`src/rtl/mem_stage_pkg.sv`:
```
// Shared constants and types for the data-memory stage.
package mem_stage_pkg;

  // writeback source select
  localparam logic [1:0] wbALU = 2'd0;
  localparam logic [1:0] wbMEM = 2'd1;
  localparam logic [1:0] wbPC  = 2'd2;

  // load funct3 codes
  localparam logic [2:0] F3_LB  = 3'b000;
  localparam logic [2:0] F3_LH  = 3'b001;
  localparam logic [2:0] F3_LW  = 3'b010;
  localparam logic [2:0] F3_LBU = 3'b100;
  localparam logic [2:0] F3_LHU = 3'b101;

  // store funct3 codes
  localparam logic [2:0] F3_SB = 3'b000;
  localparam logic [2:0] F3_SH = 3'b001;
  localparam logic [2:0] F3_SW = 3'b010;

  typedef enum logic [1:0] {IDLE, REQ, WAIT, WB} mem_state_e;

  typedef enum logic [1:0] {SZ_B, SZ_H, SZ_W} acc_size_e;

  // control half of the captured execute bundle
  typedef struct packed {
    logic [2:0] funct3;
    logic [4:0] rd;
    logic       regwren;
    logic       memren;
    logic       memwren;
    logic [1:0] wbsel;
  } ctl_t;

  // Access size; any funct3 not naming a byte/half access is word-sized.
  function automatic acc_size_e acc_size(input logic [2:0] f3, input logic is_store);
    acc_size_e sz;
    sz = SZ_W;
    if (is_store) begin
      if (f3 == F3_SB)      sz = SZ_B;
      else if (f3 == F3_SH) sz = SZ_H;
    end else begin
      if (f3 == F3_LB || f3 == F3_LBU)      sz = SZ_B;
      else if (f3 == F3_LH || f3 == F3_LHU) sz = SZ_H;
    end
    return sz;
  endfunction

endpackage

```
`src/rtl/mem_stage_lsu_align.sv`:
```
// Byte-lane steering: store byte enables / data replication, load lane
// extract with sign/zero extension, and misalignment detection.
module lsu_align
  import mem_stage_pkg::*;
(
  input  logic [1:0]  addr_lo,
  input  logic [2:0]  funct3,
  input  logic        is_store,
  input  logic [31:0] st_data,
  input  logic [31:0] ld_word,
  output logic [3:0]  be,
  output logic [31:0] wdata,
  output logic [31:0] ld_data,
  output logic        misalign
);

  acc_size_e         sz;
  logic [3:0][7:0]   ld_bytes;
  logic [7:0]        ld_b;
  logic [15:0]       ld_h;
  logic              uns;

  assign sz       = acc_size(funct3, is_store);
  assign ld_bytes = ld_word;
  assign ld_b     = ld_bytes[addr_lo];
  assign ld_h     = addr_lo[1] ? ld_word[31:16] : ld_word[15:0];
  assign uns      = funct3[2];

  // Store steering and alignment check. Sub-word data is replicated across
  // the word so the byte enables alone pick the lane.
  always_comb begin
    be       = 4'b1111;
    wdata    = st_data;
    misalign = 1'b0;
    case (sz)
      SZ_B: begin
        be    = 4'b0001 << addr_lo;
        wdata = {4{st_data[7:0]}};
      end
      SZ_H: begin
        be       = addr_lo[1] ? 4'b1100 : 4'b0011;
        wdata    = {2{st_data[15:0]}};
        misalign = addr_lo[0];
      end
      default: misalign = (addr_lo != 2'b00);
    endcase
  end

  // Load lane extract and extension.
  always_comb begin
    ld_data = ld_word;
    case (sz)
      SZ_B:    ld_data = {{24{ld_b[7] & ~uns}}, ld_b};
      SZ_H:    ld_data = {{16{ld_h[15] & ~uns}}, ld_h};
      default: ld_data = ld_word;
    endcase
  end

endmodule

```
`src/rtl/mem_stage.sv`:
```
// Data-memory access stage: captures one executed op, runs an optional
// req/gnt/rvalid data-memory transaction and presents a one-cycle writeback.
module mem_stage
  import mem_stage_pkg::*;
#(
  parameter int AWIDTH = 32,
  parameter int DWIDTH = 32
) (
  input  logic              clk,
  input  logic              rst,
  input  logic              in_valid_i,
  output logic              in_ready_o,
  input  logic [AWIDTH-1:0] pc_i,
  input  logic [DWIDTH-1:0] alu_res_i,
  input  logic [DWIDTH-1:0] rs2data_i,
  input  logic [2:0]        funct3_i,
  input  logic [4:0]        rd_i,
  input  logic              regwren_i,
  input  logic              memren_i,
  input  logic              memwren_i,
  input  logic [1:0]        wbsel_i,
  output logic              dmem_req_o,
  output logic              dmem_we_o,
  output logic [AWIDTH-1:0] dmem_addr_o,
  output logic [DWIDTH-1:0] dmem_wdata_o,
  output logic [3:0]        dmem_be_o,
  input  logic              dmem_gnt_i,
  input  logic              dmem_rvalid_i,
  input  logic [DWIDTH-1:0] dmem_rdata_i,
  output logic              wb_valid_o,
  output logic [AWIDTH-1:0] wb_pc_o,
  output logic [4:0]        wb_rd_o,
  output logic              wb_regwren_o,
  output logic [DWIDTH-1:0] wb_data_o,
  output logic              misalign_o
);

  mem_state_e        state_q, state_d;
  ctl_t              ctl_q, ctl_in;
  logic [AWIDTH-1:0] pc_q;
  logic [DWIDTH-1:0] alu_q, rs2_q, ld_q;
  logic              mis_q;

  logic              accept, in_is_mem;
  logic [1:0]        al_addr;
  logic [2:0]        al_f3;
  logic              al_store;
  logic [DWIDTH-1:0] al_st;
  logic [3:0]        al_be;
  logic [DWIDTH-1:0] al_wdata, al_ld;
  logic              al_mis;

  assign ctl_in    = '{funct3: funct3_i, rd: rd_i, regwren: regwren_i,
                       memren: memren_i, memwren: memwren_i, wbsel: wbsel_i};
  assign accept    = in_valid_i && in_ready_o;
  assign in_is_mem = memren_i | memwren_i;

  // The single aligner looks at the incoming op while idle (to decide on
  // misalignment at accept) and at the captured op otherwise.
  always_comb begin
    if (state_q == IDLE) begin
      al_addr  = alu_res_i[1:0];
      al_f3    = funct3_i;
      al_store = memwren_i;
      al_st    = rs2data_i;
    end else begin
      al_addr  = alu_q[1:0];
      al_f3    = ctl_q.funct3;
      al_store = ctl_q.memwren;
      al_st    = rs2_q;
    end
  end

  lsu_align u_align (
    .addr_lo  (al_addr),
    .funct3   (al_f3),
    .is_store (al_store),
    .st_data  (al_st),
    .ld_word  (dmem_rdata_i),
    .be       (al_be),
    .wdata    (al_wdata),
    .ld_data  (al_ld),
    .misalign (al_mis)
  );

  // State and bundle registers; the extended load value lands on rvalid in WAIT.
  always_ff @(posedge clk) begin
    if (rst) begin
      state_q <= IDLE;
      ctl_q   <= '0;
      pc_q    <= '0;
      alu_q   <= '0;
      rs2_q   <= '0;
      ld_q    <= '0;
      mis_q   <= 1'b0;
    end else begin
      state_q <= state_d;
      if (accept) begin
        ctl_q <= ctl_in;
        pc_q  <= pc_i;
        alu_q <= alu_res_i;
        rs2_q <= rs2data_i;
        mis_q <= in_is_mem & al_mis;
      end
      if (state_q == WAIT && dmem_rvalid_i) ld_q <= al_ld;
    end
  end

  // Next-state logic.
  always_comb begin
    state_d = state_q;
    case (state_q)
      IDLE: if (accept) state_d = (in_is_mem && !al_mis) ? REQ : WB;
      REQ:  if (dmem_gnt_i) state_d = ctl_q.memwren ? WB : WAIT;
      WAIT: if (dmem_rvalid_i) state_d = WB;
      WB:   state_d = IDLE;
      default: state_d = IDLE;
    endcase
  end

  // Memory request and writeback outputs, zero outside their owning state.
  always_comb begin
    in_ready_o   = (state_q == IDLE);
    dmem_req_o   = 1'b0;
    dmem_we_o    = 1'b0;
    dmem_addr_o  = '0;
    dmem_wdata_o = '0;
    dmem_be_o    = '0;
    wb_valid_o   = 1'b0;
    wb_pc_o      = '0;
    wb_rd_o      = '0;
    wb_regwren_o = 1'b0;
    wb_data_o    = '0;
    misalign_o   = 1'b0;
    if (state_q == REQ) begin
      dmem_req_o   = 1'b1;
      dmem_we_o    = ctl_q.memwren;
      dmem_addr_o  = {alu_q[AWIDTH-1:2], 2'b00};
      dmem_wdata_o = al_wdata;
      dmem_be_o    = al_be;
    end
    if (state_q == WB) begin
      wb_valid_o   = 1'b1;
      wb_pc_o      = pc_q;
      wb_rd_o      = ctl_q.rd;
      wb_regwren_o = ctl_q.regwren && (ctl_q.rd != 5'd0) && !mis_q;
      misalign_o   = mis_q;
      case (ctl_q.wbsel)
        wbMEM:   wb_data_o = ld_q;
        wbPC:    wb_data_o = pc_q + AWIDTH'(4);
        default: wb_data_o = alu_q;
      endcase
    end
  end

endmodule

```
`config.mk`:
```
export PLATFORM = sky130hd
export DESIGN_NAME = mem_stage
export DESIGN_NICKNAME = d
export VERILOG_FILES = /design/src/rtl/mem_stage_pkg.sv /design/src/rtl/mem_stage_lsu_align.sv /design/src/rtl/mem_stage.sv
export SDC_FILE = /design/constraint.sdc
export NUM_CORES = 1
export LEC_CHECK = 0
export CAP_MARGIN = 20
export CORE_UTILIZATION = 30
export CTS_CLUSTER_DIAMETER = 150
export DETAILED_ROUTE_END_ITERATION = 10
export GPL_ROUTABILITY_DRIVEN = 0
export GPL_TIMING_DRIVEN = 0
export SYNTH_ARGS = -nofsm -noshare
export SYNTH_HDL_FRONTEND = slang
export SYNTH_SLANG_ARGS = --single-unit
```
`constraint.sdc`:
```
create_clock -name clk -period 3.6 [get_ports clk]
set_input_delay 0.36 -clock clk [delete_from_list [all_inputs] [get_ports clk]]
set_output_delay 0.36 -clock clk [all_outputs]
set_load 0.01 [all_outputs]
```
==> metrics <==
commonest non-fill, non-tap cell in the layout=nand2_1; WS Path Type=reg2out; final clock skew=0.01479 ns; crit end category=primary output; Max Cap Viol=0; die area=between 20000 and 30000 µm²; TritonCTS Buffers=17; worst min-delay path category=reg2reg; synth warn=0; worst r2r src=state_q[0]; number of I/O port buffers=286; Worst Path Buf+Inv=1; post-synthesis cell type count=56; initial DRC count=756; Core Util, Final=a little under half; most frequent cells in the layout=275 x nand2_1, 267 x clkdlybuf4s50_1, 139 x a21oi_1, 139 x dfxtp_1, 75 x and2_1; Int Pwr=0.004343 W; worst path required time=3.24 ns; Root Driver=clkbuf_16; Post-CTS Hold Buffers=0; RSZ-0062 raised after global routing=no; met2 wire length=between 15 and 20 mm; dominant synthesized flop cell=dfxtp_1; CP cell instances=ha_2 -> nand4_1 -> or4_4 -> or3_1 -> a21boi_0 -> o221a_2 -> clkdlybuf4s50_1; async set or reset register ratio after synthesis=0%; worst hold path cell count=2; status=complete, no violations; routed len/inst=19.85 µm; Core ar.=26950 µm²; Hold EP=rs2_q[3]; Die X=167.8 µm; Max Clk Rate=286.5 MHz; Design Power=0.007480 W; clock share of power=25.3%; Via Count=9519; vias in the first global route=9022; Slew headroom=40.82%; Comb pwr share=45.9%; n_diodes=0; FF-to-FF path depth=9; clk sinks=143; Total Wirelength=35.57 mm; initial cell density of the core=approximately 31%; fin nets=1591; Psw=0.003138 W; Worst path max stage delay=around 0.54 ns; HP Start=rs2_q[3]; first-pass GRT wire length=52.94 mm; GRT Residual Overflow=0; Slowest-stage cell, CP=or4_4; Yosys reg bits=143; H-Tree Depth=4; uppermost layer routed=met4; row count=60; # DRC=0; post-route antenna net violation count=0; FF-to-FF End=ld_q[20]; Seq/Total Area, Yosys=34.71%; Post-synth EDFFs=0; # IOs=289; worst-path fanout max=5; CTS tree=yes; final setup vio count=0; Clk Latency, worst-skew pair=0.44 ns; share of cells above drive strength 1=under 10%; Hold Fails Final Rpt=0; drt pass-1 iters=6; worst slew pin tran=0.8877 ns; Sw Ratio=41.94%; nature of the critical path startpoint=register; PD cells=602.2 nW/µm²; Clock transition at path regs=~0.060 ns; Post-Syn Area=8248 µm²; Longest Clk Path Bufs=2; final cycle utilization of the critical path=a little over nine tenths; met1 wire length=between 15 and 20 mm; die height=about 170 µm; Crit path max-delay family=simple AND/OR/NAND/NOR gates; Final Slew Violations=0; DP Area=11540 µm²; R2R Setup Slk=about 0.48 ns; GRT Resource Usage Total=24.59%; sequential share of power=between 20 and 30%; dpl hpwl=27.53 mm; met3 wire len=2.984 mm; syn avg cell area=7.299 µm²; LEAKAGE=between 4 and 5 nW; design area=12420 µm²; via-per-instance ratio=5.312; initial antenna violation count=0; VDD IR max=approximately 0.29 mV; pin count of the biggest net entering global routing=17; P&R area growth vs syn=50.61%; Mapped Cells=1130; clock period minus worst slack=3.491 ns; Arr. time, crit path=3.13 ns
==> tightest hold or removal path, cell delays in order, from the launching register on <==
cell     delay, ns
dfxtp_1       0.31
nand2_1       0.05
a21oi_1       0.05
==> routing by layer <==
| layer | global-route usage [%] | up-vias |
|---|---|---|
| met4 | 7.818 | 0 |
| met5 | 0 | - |
| met1 | 30.26 | 4492 |
| met2 | 41.25 | 430 |
| li1 | - | 4542 |
| met3 | 7.052 | 55 |
==> final cells by class <==
| cell class | count | area (µm²) |
|---|---|---|
| inverters | 18 | 67.56 |
| multi-input cells | 875 | 5067 |
| flip-flops and latches | 143 | 2870 |
| clock inverters | 14 | 180.2 |
| repair buffers | 290 | 2933 |
| well taps | 341 | 426.7 |
| fillers | 2703 | 14530 |
| plain buffers | 93 | 447.9 |
| clock buffers | 18 | 429.2 |
==> how the worst max path moves through the flow <==
stage	startpoint	end	cells past startpoint
final	pc_q[3]	wb_data_o[22]	7
after floorplan	state_q[0]	dmem_wdata_o[16]	9
after global routing	pc_q[3]	wb_data_o[22]	7
after global placement	state_q[0]	dmem_wdata_o[17]	10
after detailed placement	state_q[1]	dmem_wdata_o[17]	10
after CTS	state_q[1]	dmem_be_o[1]	9
==> per-stage QoR <==
step / worst slack (ns) / instances / hold WS, ns / TNS [ns]
2_1_floorplan: 0.8678 / 1131 / 0.4255 / 0
3_3_place_gp: -0.2612 / 1758 / 0.4405 / -1.076
3_5_place_dp: -0.2757 / 1758 / 0.4471 / -0.9138
4_1_cts: 0.0006077 / 1792 / 0.4555 / 0
5_1_grt: 0.002177 / 1792 / 0.4533 / 0
6_report: 0.1094 / 1792 / 0.4547 / 0
==> Yosys cell counts, types with 2 or more instances <==
| cell | number | area (µm²) |
|---|---|---|
| nand2_1 | 276 | 1036 |
| dfxtp_1 | 143 | 2863 |
| a21oi_1 | 140 | 700.7 |
| and2_1 | 75 | 469.2 |
| nor2_1 | 74 | 277.8 |
| clkbuf_1 | 70 | 262.8 |
| a211oi_1 | 58 | 435.4 |
| o21ai_0 | 49 | 245.2 |
| mux2i_1 | 38 | 380.4 |
| inv_1 | 18 | 67.56 |
| a221oi_1 | 17 | 148.9 |
| buf_2 | 15 | 75.07 |
| xnor2_1 | 11 | 96.34 |
| mux2_2 | 10 | 112.6 |
| nand3_1 | 10 | 50.05 |
| nor3_1 | 10 | 50.05 |
| nor4_1 | 9 | 56.30 |
| o2bb2ai_1 | 8 | 70.07 |
| xor2_1 | 8 | 70.07 |
| a221o_1 | 7 | 70.07 |
| ha_1 | 7 | 87.58 |
| nand4_1 | 7 | 43.79 |
| o211a_1 | 7 | 70.07 |
| o21a_1 | 6 | 45.04 |
| buf_1 | 5 | 18.77 |
| or4_1 | 5 | 37.54 |
| o31ai_1 | 4 | 30.03 |
| or3_1 | 4 | 25.02 |
| a22o_1 | 3 | 26.28 |
| and4_1 | 3 | 26.28 |
| buf_4 | 3 | 22.52 |
| a2111o_1 | 2 | 22.52 |
| nor3b_1 | 2 | 15.01 |
| o221ai_1 | 2 | 17.52 |
| o31a_1 | 2 | 17.52 |
| or2_2 | 2 | 12.51 |
==> state kept, by name, summed over array words and instances, names as in the netlist <==
signal / flops
ctl_q: 12
mis_q: 1
ld_q: 32
alu_q: 32
pc_q: 32
rs2_q: 32
state_q: 2
==> what timing repair did <==
| action | CTS | global route |
|---|---|---|
| hold endpoints to repair | 0 | 0 |
| cloned | 0 | 0 |
| endpoints found under the setup margin | 31 | 39 |
| setup buffers | 2 | 2 |
| pin swaps | 2 | 1 |
| gates resized for setup | 36 | 40 |
==> power by group through the flow <==
stage / registers, W / clock network [W] / logic (W)
floorplan: 0.00206 / 0 / 0.00193
detailed placement: 0.00216 / 0 / 0.00318
CTS: 0.00213 / 0.00190 / 0.00335
global route: 0.00219 / 0.00197 / 0.00370
finish: 0.00216 / 0.00189 / 0.00343
global placement: 0.00215 / 0 / 0.00317
==> cell families (layout without fill, tap and decap cells) <==
kind of cell | Yosys count | in the layout | synth area share, %
buffers and inverters | 113 | 433 | 5.795
xor gates and xnor gates | 19 | 19 | 2.018
adders and majority gates | 7 | 7 | 1.062
AOI/OAI and AO/OA | 314 | 314 | 23.89
muxes | 49 | 49 | 6.144
DFF | 143 | 143 | 34.71
other | 1 | 2 | 0.04547
and+or+nand+nor | 484 | 484 | 26.34
(Power assumes the default switching activity.)
